## config.mk

```make
export PLATFORM = sky130hd
export DESIGN_NAME = layer_act_loader
export DESIGN_NICKNAME = d
export VERILOG_FILES = /design/src/rtl/layer_act_loader_pkg.sv /design/src/rtl/layer_act_loader_strobe_delay.sv /design/src/rtl/layer_act_loader.sv
export SDC_FILE = /design/constraint.sdc
export NUM_CORES = 1
export LEC_CHECK = 0
export BUFFER_PORTS_ARGS = -buffer_cell sky130_fd_sc_hd__buf_2
export CORE_UTILIZATION = 56
export DETAILED_ROUTE_END_ITERATION = 16
export HOLD_SLACK_MARGIN = 0.1
export PLACE_DENSITY_LB_ADDON = 0.05
export SYNTH_ARGS = -nofsm -noshare
export SYNTH_HDL_FRONTEND = slang
export SYNTH_HIERARCHICAL = 1
export SYNTH_SLANG_ARGS = --single-unit
```

## constraint.sdc

```tcl
create_clock -name clk -period 3.5 [get_ports clk]
set_input_delay 0.525 -clock clk [delete_from_list [all_inputs] [get_ports clk]]
set_output_delay 0.525 -clock clk [all_outputs]
set_load 0.005 [all_outputs]
```

## src/rtl/layer_act_loader_pkg.sv

```systemverilog
// Shared definitions for the dense-layer activation loader.
// Provides the activation word width, the node fan-in (words per frame),
// the node pipeline latency, the signed activation type and the loader
// state encoding. Optional build macro used by the loader: LOADER_LAST_CHECK_EN.
package layer_pkg;

  localparam int ACT_W    = 16;
  localparam int NUM_IN   = 15;
  localparam int NODE_LAT = 3;
  localparam int IDX_W    = $clog2(NUM_IN);

  typedef logic signed [ACT_W-1:0] act_t;

  typedef enum logic {
    FILL = 1'b0,
    FULL = 1'b1
  } loader_state_t;

endpackage

```

## src/rtl/layer_act_loader_strobe_delay.sv

```systemverilog
// Fixed-depth pulse delay line.
// Ports:
//   clk       in  clock, rising edge
//   reset     in  synchronous, active-high; clears every stage
//   in_pulse  in  strobe to delay
//   out_pulse out in_pulse delayed by exactly DEPTH cycles
// Each stage holds its own bit, so pulses closer together than DEPTH
// cycles are all delivered.
module strobe_delay #(
  parameter int DEPTH = 3
) (
  input  logic clk,
  input  logic reset,
  input  logic in_pulse,
  output logic out_pulse
);

  logic [DEPTH-1:0] sr;

  generate
    if (DEPTH == 1) begin : g_single
      always_ff @(posedge clk) begin
        if (reset) sr <= '0;
        else       sr <= in_pulse;
      end
    end else begin : g_multi
      always_ff @(posedge clk) begin
        if (reset) sr <= '0;
        else       sr <= {sr[DEPTH-2:0], in_pulse};
      end
    end
  endgenerate

  assign out_pulse = sr[DEPTH-1];

endmodule

```

## src/rtl/layer_act_loader.sv

```systemverilog
// Stream-to-parallel activation loader for one dense layer.
// Collects NUM_IN signed words into a shadow bank, then swaps the whole
// frame into the held output bank that drives the node inputs. A strobe
// delay line marks when the node outputs for that frame are valid.
// Build macro: LOADER_LAST_CHECK_EN enables s_last framing checks and the
// sticky frame_err flag; without it s_last is ignored and frame_err is 0.
// Ports:
//   clk, reset    clock / synchronous active-high reset
//   s_valid/s_ready/s_data/s_last  input word stream
//   hold          downstream busy; blocks the bank swap
//   act_out       output bank, word i at [i*ACT_W +: ACT_W]
//   act_update    1-cycle pulse when act_out changed
//   result_valid  act_update delayed by NODE_LAT cycles
//   frame_err     sticky framing error
//
// state | meaning
// FILL  | collecting words into shadow[idx]
// FULL  | shadow holds a complete frame, waiting for hold=0 to swap
import layer_pkg::*;

module layer_act_loader (
  input  logic                    clk,
  input  logic                    reset,
  input  logic                    s_valid,
  output logic                    s_ready,
  input  logic [ACT_W-1:0]        s_data,
  input  logic                    s_last,
  input  logic                    hold,
  output logic [NUM_IN*ACT_W-1:0] act_out,
  output logic                    act_update,
  output logic                    result_valid,
  output logic                    frame_err
);

  localparam logic [IDX_W-1:0] LAST_IDX = IDX_W'(NUM_IN - 1);

  loader_state_t    state;
  act_t             shadow [NUM_IN];
  logic [IDX_W-1:0] idx;
  logic             accept;
  logic             frame_bad;

  // In FULL the incoming word can only be taken on the swap cycle, since
  // shadow[0] is free once the copy to act_out happens on that same edge.
  assign s_ready = !reset && (state == FILL || !hold);
  assign accept  = s_valid && s_ready;

`ifdef LOADER_LAST_CHECK_EN
  // idx is 0 in FULL, so a word taken on the swap cycle must not carry s_last.
  assign frame_bad = accept && (s_last != (idx == LAST_IDX));
`else
  logic unused_s_last;
  assign unused_s_last = s_last;
  assign frame_bad     = 1'b0;
`endif

  always_ff @(posedge clk) begin
    if (reset) begin
      state      <= FILL;
      idx        <= '0;
      act_out    <= '0;
      act_update <= 1'b0;
      frame_err  <= 1'b0;
      for (int i = 0; i < NUM_IN; i++) shadow[i] <= '0;
    end else begin
      act_update <= 1'b0;
      if (frame_bad) frame_err <= 1'b1;
      case (state)
        FILL: begin
          if (accept) begin
            if (frame_bad) begin
              idx <= '0;
            end else begin
              shadow[idx] <= act_t'(s_data);
              if (idx == LAST_IDX) begin
                idx   <= '0;
                state <= FULL;
              end else begin
                idx <= idx + 1'b1;
              end
            end
          end
        end
        FULL: begin
          if (!hold) begin
            for (int i = 0; i < NUM_IN; i++)
              act_out[i*ACT_W +: ACT_W] <= shadow[i];
            act_update <= 1'b1;
            state      <= FILL;
            if (accept && !frame_bad) begin
              shadow[0] <= act_t'(s_data);
              idx       <= IDX_W'(1);
            end else begin
              idx <= '0;
            end
          end
        end
        default: state <= FILL;
      endcase
    end
  end

  strobe_delay #(.DEPTH(NODE_LAT)) u_strobe_delay (
    .clk       (clk),
    .reset     (reset),
    .in_pulse  (act_update),
    .out_pulse (result_valid)
  );

endmodule

```

Yosys cells after proc, flatten, opt, wreduce, memory -nomap -nowiden --
Memories as Yosys holds them, arrays and structs flattened. A register that Yosys moved wholly into a read port is not among the register bits. Cells that the tools add are included.
Storage, ports and cells: register bits after elaboration 9, bits in latches 0, bits in writable memories 240, memory bits (read-only) 0, input bits 21, output and inout bits 244, logic and storage cells 45, memories 1
Operators by class: add/subtract/negate cells 1, multipliers 0, divide/modulo/power cells 0, $lt $le $gt $ge 0, equality and inequality tests 3, shift-type cells 0, mux-type cells 24, bitwise gates (word level) 3, reduce and logical (&&, ||, !) cells 9
Memories:
- shadow | words 15, bits a word 16, rd ports 15, clocked after memory_dff 15, write ports 15, line layer_act_loader.sv:38 | act_t shadow [NUM_IN];
Operator list (number):
- 16-bit two-way mux | 2
- 1-bit two-way mux | 16
- 4-bit two-way mux | 4
- 16-bit OR reduction | 1
- 4-bit one-hot mux with 2 select lines | 1
- 4-bit by 1-bit adder with 4-bit output (second input constant) | 1
- 4-bit == test (second input constant) | 1
- 2-bit != test (second input constant) | 2
- 2-bit AND reduction | 2
- 1-bit logical AND | 2
- 1-bit zero test | 2
- 1-bit inverter | 2
- 1-bit one-hot mux with 2 select lines | 1
- 2-bit OR reduction | 1
- 1-bit logical OR | 1
- 1-bit bitwise OR | 1

Logic depth before layout (Yosys ltp) --
Gate-level depths: netlist (run 1).
word-level depth 11, depth in mapped cells 7, depth with buffers taken out 3

Hierarchy --
The synthesis (run 1) kept the hierarchy.
Modules (own cells, without submodules):
- layer_act_loader | instances 1, cells each 1671, area each 17282.8 um^2
- strobe_delay | instances 1, cells each 6, area each 78.8 um^2

Worst setup path before layout (run 1) --
Ideal clock, no wire load.
kind input to register, start input reset, end memory shadow[6][0] (netlist bit), enable pin, library setup time 0.411 ns, arrival time 2.526 ns, data required time 3.089 ns, setup slack 0.563 ns, stages 5, buffers on the path 2, cell sequence clkbuf_1 and4bb_2 nand2_1 clkbuf_1 o21ai_0
RTL lines:
- from (decl) | line layer_act_loader.sv:23 | input logic reset,
- to (decl) | line layer_act_loader.sv:38

==> flow_metrics.env, run 1 <==
export IMPL_synth_nets=1698
export IMPL_drt_iter0_drc=1321
export IMPL_dieHeight_um=178.1
export IMPL_crit_chain="or3b_4, nor3_1, a221o_1"
export IMPL_cap_violations=0
export IMPL_worstHoldStart="reset"
export IMPL_cts_setup_buffers=0
export IMPL_post_synth_mux_area_share=0
export IMPL_synth_edf_count=240
export IMPL_setup_ws_ps=1089
export IMPL_cpMaxStageDelayCell="a221o_1"
export IMPL_worstSetupStartpoint="state$_SDFF_PP0_"
export IMPL_finClkSkew_ps=14.46
export IMPL_antenna_found_initial=4
export IMPL_viasPerCell=5.385
export IMPL_gr_total_overflow=0
export IMPL_leakage_nw=7.810
export IMPL_drc=0
export IMPL_postSynthAreaPerCell_um2=10.35
export IMPL_hold_class="input port to register"
export IMPL_worst_pin_slew_ps=1151
export IMPL_status="completed"
export IMPL_path_max_fanout=16
export IMPL_clock_sinks=489
export IMPL_cp_end_kind="register"
export IMPL_numCtsBuffers=49
export IMPL_cts_hold_fix_buffers=0
export IMPL_drt_wl_total_um=42710
export IMPL_synthArstFlopShare=0
export IMPL_clk_pin_slew_ps=60
export IMPL_hold_end="act_out[194]$_SDFFE_PP0P_"
export IMPL_rsz0062_at_grt="false"
export IMPL_yosysTopAreaCell="edfxtp_1"
export IMPL_grt_max_degree=243
export IMPL_cts_max_level=2
export IMPL_vias=12579
export IMPL_crit_type="register to register"
export IMPL_r2r_slack_ps=1090
export IMPL_fin_crit_ps=2411
export IMPL_fillerInstances=2456
export IMPL_multi_input_area_um2=4743
export IMPL_clk_latency_ps=550
export IMPL_wl_per_cell_um=18.28
export IMPL_die_w_um=178.1
export IMPL_dieArea_um2=31710
export IMPL_final_seq_area_um2=12190
export IMPL_synth_top_family_by_area="simple AND/OR/NAND/NOR gates"
export IMPL_synth_simple_area_share=0.1931
export IMPL_synth_top_area_frac=0.4151
export IMPL_crit_path_start_kind="register"
export IMPL_fmax_ghz=0.4147
export IMPL_netlist_instances=1677
export IMPL_synth_area_um2=17360
export IMPL_arrival_ps=2590
export IMPL_cts_resized=0
export IMPL_vdd_drop_max_uv=441.2
export IMPL_grt_pass1_vias=11547
export IMPL_final_setup_tns_ps=0
export IMPL_synth_compound_area_frac=0.07798
export IMPL_reg2regPathDepth=3
export IMPL_grt_first_pass_wirelength_um=64370
export IMPL_cp_required_ps=3680
export IMPL_timing_rr_start="state$_SDFF_PP0_"
export IMPL_pwr_density_cell_nw_per_um2=551.3
export IMPL_synth_seq_area_share=0.7022
export IMPL_slowest_delay_ps=740
export IMPL_r2r_end="shadow[0][4]$_DFFE_PP_"
export IMPL_initial_core_util=0.5691
export IMPL_postRouteAntennaNets=0
export IMPL_slew_viol_final=0
export IMPL_synth_seq_cells=489
export IMPL_cts_tree="done"
export IMPL_drive_gt1_frac=0.1899
export IMPL_clock_root_buffer="clkbuf_16"
export IMPL_dp_slack_ps=900.5
export IMPL_finalWeightedCongestion=0.8187
export IMPL_dr_pass1_iters=5
export IMPL_slew_headroom=0.2324
export IMPL_synthXorXnorAreaFrac=0
export IMPL_post_route_period_util=0.6889
export IMPL_hold_viol=0
export IMPL_boundaryPins=265
export IMPL_synth_area_top_cells="edfxtp_1 42%, dfxtp_1 29%, nand2_1 12%"
export IMPL_holdPathStages=2
export IMPL_nets=1918
export IMPL_synth_fa_ha_area_frac=0
export IMPL_synthToLayoutAreaGrowth_pct=17.99
export IMPL_grt_use_total=0.2682
export IMPL_ys_flop_type="dfxtp_1"
export IMPL_ys_types=36
export IMPL_io_buffer_count=262
export IMPL_setup_viol=0
export IMPL_clockBufferDepth=3
export IMPL_yosys_warnings=6
export IMPL_num_rows=64
export IMPL_core_um2=30510
export IMPL_hpwl_um=25810
==> logic make-up (layout without fill, tap and decap cells) <==
logic type / Yosys count / after routing
compound gates: 263 / 263
buf+inv: 118 / 379
flops: 489 / 489
other cells: 1 / 3
simple gates: 806 / 806
==> cell type report <==
type,count,area share
antenna,2,0.0002443
clock buffer,71,0.06841
clock inverter,21,0.005375
inverter,2,0.0003665
multi-input combinational,1070,0.2316
sequential,489,0.5952
tap,396,0.02419
timing repair buffer,285,0.07470
==> where the power goes <==
part | switching [mW] | internal [mW] | leakage, nW | total [mW]
combinational | 0.211 | 0.0410 | 2.59 | 0.252
sequential | 0.0345 | 6.10 | 4.49 | 6.14
clock | 2.12 | 2.78 | 0.735 | 4.90
total | 2.37 | 8.92 | 7.81 | 11.3
==> routing by layer <==
layer / vias up / global-route usage / share of wire
met3: 70 / 0.05477 / 0.086
li1: 5987 / - / -
met1: 6058 / 0.3699 / 0.42
met2: 464 / 0.4293 / 0.47
met4: 0 / 0.07870 / 0.024
met5: - / 0 / 0
==> state kept, by name, summed over array words and instances (netlist names) <==
signal and flops:
state 1, shadow 240, act_out 240, idx 4, u_strobe_delay/sr 3, act_update 1
==> critical path, delay by kind of cell, from the launching register on <==
family,cells,cell delay (ps)
AND/OR/NAND/NOR,2,860
AO/OA/AOI/OAI,1,740
flip-flops,1,430
==> synth_stat cells (3+ instances only) <==
master	number
nand2_1	536
dfxtp_1	249
a21oi_1	242
edfxtp_1	240
nor2_1	166
clkbuf_1	101
and2_1	65
nor2b_1	21
buf_2	11
a21o_1	6
o21ai_0	6
buf_1	3
==> metrics by stage <==
stage / cells / util / total power, mW / hold slack (ps) / cell area (um^2)
after floorplan: 1677 / - / 6.380 / 413.8 / 17360
after global placement: 2242 / 0.6217 / 6.504 / 417.3 / 18970
after detailed placement: 2242 / 0.6217 / 6.510 / 434.9 / 18970
after CTS: 2334 / 0.6713 / 11.35 / 233.0 / 20480
after global routing: 2334 / 0.6713 / 11.63 / 245.9 / 20480
final: 2336 / 0.6714 / 11.29 / 250.9 / 20480
==> cells in the final DEF (no fill, tap or decap), types with 8 or more instances in the layout <==
| cell | synthesis | final |
|---|---|---|
| clkbuf_16 | 0 | 51 |
| and2_1 | 65 | 65 |
| buf_4 | 1 | 20 |
| dfxtp_1 | 249 | 249 |
| nor2b_1 | 21 | 20 |
| nor2_1 | 166 | 166 |
| nand2_1 | 536 | 534 |
| clkinv_2 | 0 | 8 |
| buf_2 | 11 | 261 |
| a21oi_1 | 242 | 242 |
| clkinv_1 | 0 | 8 |
| clkbuf_1 | 101 | 15 |
| edfxtp_1 | 240 | 240 |
==> worst max-delay path by stage <==
stage	to	slack [ps]
4_1_cts	shadow[4][1]$_SDFFCE_PN0P_	1090
5_1_grt	shadow[5][0]$_SDFFCE_PN0P_	960
3_3_place_gp	shadow[4][10]$_SDFFCE_PN0P_	920
2_1_floorplan	shadow[6][0]$_SDFFCE_PN0P_	560
6_report	shadow[0][4]$_DFFE_PP_	1090
3_5_place_dp	shadow[4][10]$_SDFFCE_PN0P_	900
Note: power is estimated with default switching activity, not from simulation.
==> run 2: changes to the inputs <==
- CORE_UTILIZATION: 56 -> 51
- clock period: 3.5 -> 2 ns (I/O delays scaled with it)
==> run 2 against run 1 <==
  * Clock skew grew 1.6 ps
  * Cell count grew 3.3%
  * Worst hold slack gained 31 ps
  * Register-to-register slack lost 920 ps
  * Sequential power grew 74%
  * Die area grew 9.7%
  * Combinational power grew 110%
  * Total power grew 86%
  * Cell area grew 3.8%
  * Via count shrank 0.62%
  * Setup slack lost 950 ps
  * First-iteration DRC count shrank 36%
==> flow_metrics.env, run 2 (synthesis gave the netlist of run 1 again) <==
export IMPL_drive_gt1_frac=0.2074
export IMPL_wl_per_cell_um=17.97
export IMPL_r2r_slack_ps=170
export IMPL_viasPerCell=5.183
export IMPL_hold_viol=0
export IMPL_setup_viol=0
export IMPL_clock_root_buffer="clkbuf_16"
export IMPL_drt_iter0_drc=845
export IMPL_leakage_nw=8.146
export IMPL_grt_first_pass_wirelength_um=66830
export IMPL_reg2regPathDepth=3
export IMPL_slew_headroom=0.4689
export IMPL_finClkSkew_ps=16.05
export IMPL_clockBufferDepth=3
export IMPL_worstSetupStartpoint="s_valid"
export IMPL_rsz0062_at_grt="false"
export IMPL_clk_latency_ps=560
export IMPL_hpwl_um=27350
export IMPL_timing_rr_start="idx[3]$_SDFFE_PP0P_"
export IMPL_cp_end_kind="register"
export IMPL_post_route_period_util=0.9309
export IMPL_synthToLayoutAreaGrowth_pct=22.42
export IMPL_clock_sinks=489
export IMPL_core_um2=33530
export IMPL_pwr_density_cell_nw_per_um2=989.6
export IMPL_grt_pass1_vias=11902
export IMPL_r2r_end="shadow[7][10]$_SDFFCE_PN0P_"
export IMPL_dieHeight_um=186.5
export IMPL_grt_max_degree=138
export IMPL_initial_core_util=0.5178
export IMPL_placed_area_um2=19470
export IMPL_cts_setup_buffers=0
export IMPL_dieArea_um2=34780
export IMPL_crit_type="input port to register"
export IMPL_final_setup_tns_ps=0
export IMPL_arrival_ps=2100
export IMPL_numCtsBuffers=49
export IMPL_mostFrequentLayoutCells="534 x nand2_1, 261 x buf_2, 249 x dfxtp_1"
export IMPL_cts_max_level=2
export IMPL_hold_class="input port to register"
export IMPL_die_w_um=186.5
export IMPL_cts_tree="done"
export IMPL_fmax_ghz=0.5371
export IMPL_num_rows=67
export IMPL_whs_ps=282.2
export IMPL_slew_viol_final=0
export IMPL_dr_pass1_iters=5
export IMPL_io_buffer_count=262
export IMPL_drt_wl_total_um=43340
export IMPL_drc=0
export IMPL_reg_top3="act_out x240, shadow x240, idx x4"
export IMPL_layout_commonest_cell="nand2_1"
export IMPL_crit_end="shadow[4][0]$_SDFFCE_PN0P_"
export IMPL_clk_pin_slew_ps=60
export IMPL_status="completed"
export IMPL_path_max_fanout=16
export IMPL_power_mw=21.03
export IMPL_worst_pin_slew_ps=792.3
export IMPL_final_core_util=0.6338
export IMPL_fin_crit_ps=1862
export IMPL_vdd_drop_max_uv=656.4
export IMPL_cp_required_ps=2240
export IMPL_finish_instance_area_um2=21250
export IMPL_boundaryPins=265
export IMPL_finalWeightedCongestion=0.7837
export IMPL_gr_total_overflow=0
export IMPL_crit_path_start_kind="input port"
export IMPL_antenna_found_initial=2
export IMPL_vias=12501
export IMPL_cap_violations=0
export IMPL_postRouteAntennaNets=0
export IMPL_nets=1942
export IMPL_grt_use_total=0.2476
## run 2: changes by cell type in the layout (fill, tap and decap cells not counted), sizes merged
cell,previous run,this run
buf,284,306
bufinv,0,7
clkinv,17,10
dlygate4sd3,0,2
clkinvlp,3,2
inv,3,4
## run 2: timing repair
action,CTS,global route
gates resized for setup,0,1
hold buffers,2,0
endpoints found under the hold margin,2,0
endpoints found under the setup margin,0,16
## run 2: worst min-delay path by stage
stage	slack, ps	to	cells after the start	startpoint
global route	270	shadow[7][4]$_SDFFCE_PN0P_	2	s_data[4]
detailed placement	420	u_strobe_delay/sr[2]$_SDFF_PP0_	1	u_strobe_delay/sr[1]$_SDFF_PP0_
CTS	260	shadow[6][15]$_SDFFCE_PN0P_	2	s_data[15]
floorplan	370	u_strobe_delay/sr[0]$_SDFF_PP0_	1	reset
global placement	420	u_strobe_delay/sr[1]$_SDFF_PP0_	1	u_strobe_delay/sr[0]$_SDFF_PP0_
finish	280	shadow[6][4]$_SDFFCE_PN0P_	2	s_data[4]
## run 2: area by class of cell
type | instances | area [um^2]
clock buffers | 71 | 1463
clock inverters | 21 | 294.0
diodes | 2 | 5.005
flip-flops and latches | 489 | 12190
multi-input cells | 1070 | 4780
well taps | 448 | 560.5
inverters | 2 | 7.507
repair buffers | 309 | 1953
fillers | 2814 | 12280
## run 2: power by group
group	switching [mW]	internal [mW]	total, mW	leakage (nW)
Combinational	0.394	0.130	0.525	2.80
Clock	3.78	6.00	9.78	0.857
Sequential	0.0576	10.7	10.7	4.49
Total	4.23	16.8	21.0	8.15
## run 2: through the flow
stage	setup slack [ps]	cells
finish	138.2	2412
global route	16.00	2411
CTS	90.05	2410
detailed placement	-60.54	2316
global placement	-44.21	2316
floorplan	-0.8402	1677
## run 2: critical path, stage by stage
cell and delay [ps]:
dlygate4sd3_1 550, buf_2 180, or3b_4 440, nor4_4 290, or2_4 330
## run 2: layer usage
layer,vias up,wire length (um),global-route usage
met1,5981,18710,0.3443
met4,0,847,0.06620
met3,60,3076,0.04533
met2,444,20710,0.4008
li1,6016,-,-
met5,-,0,0
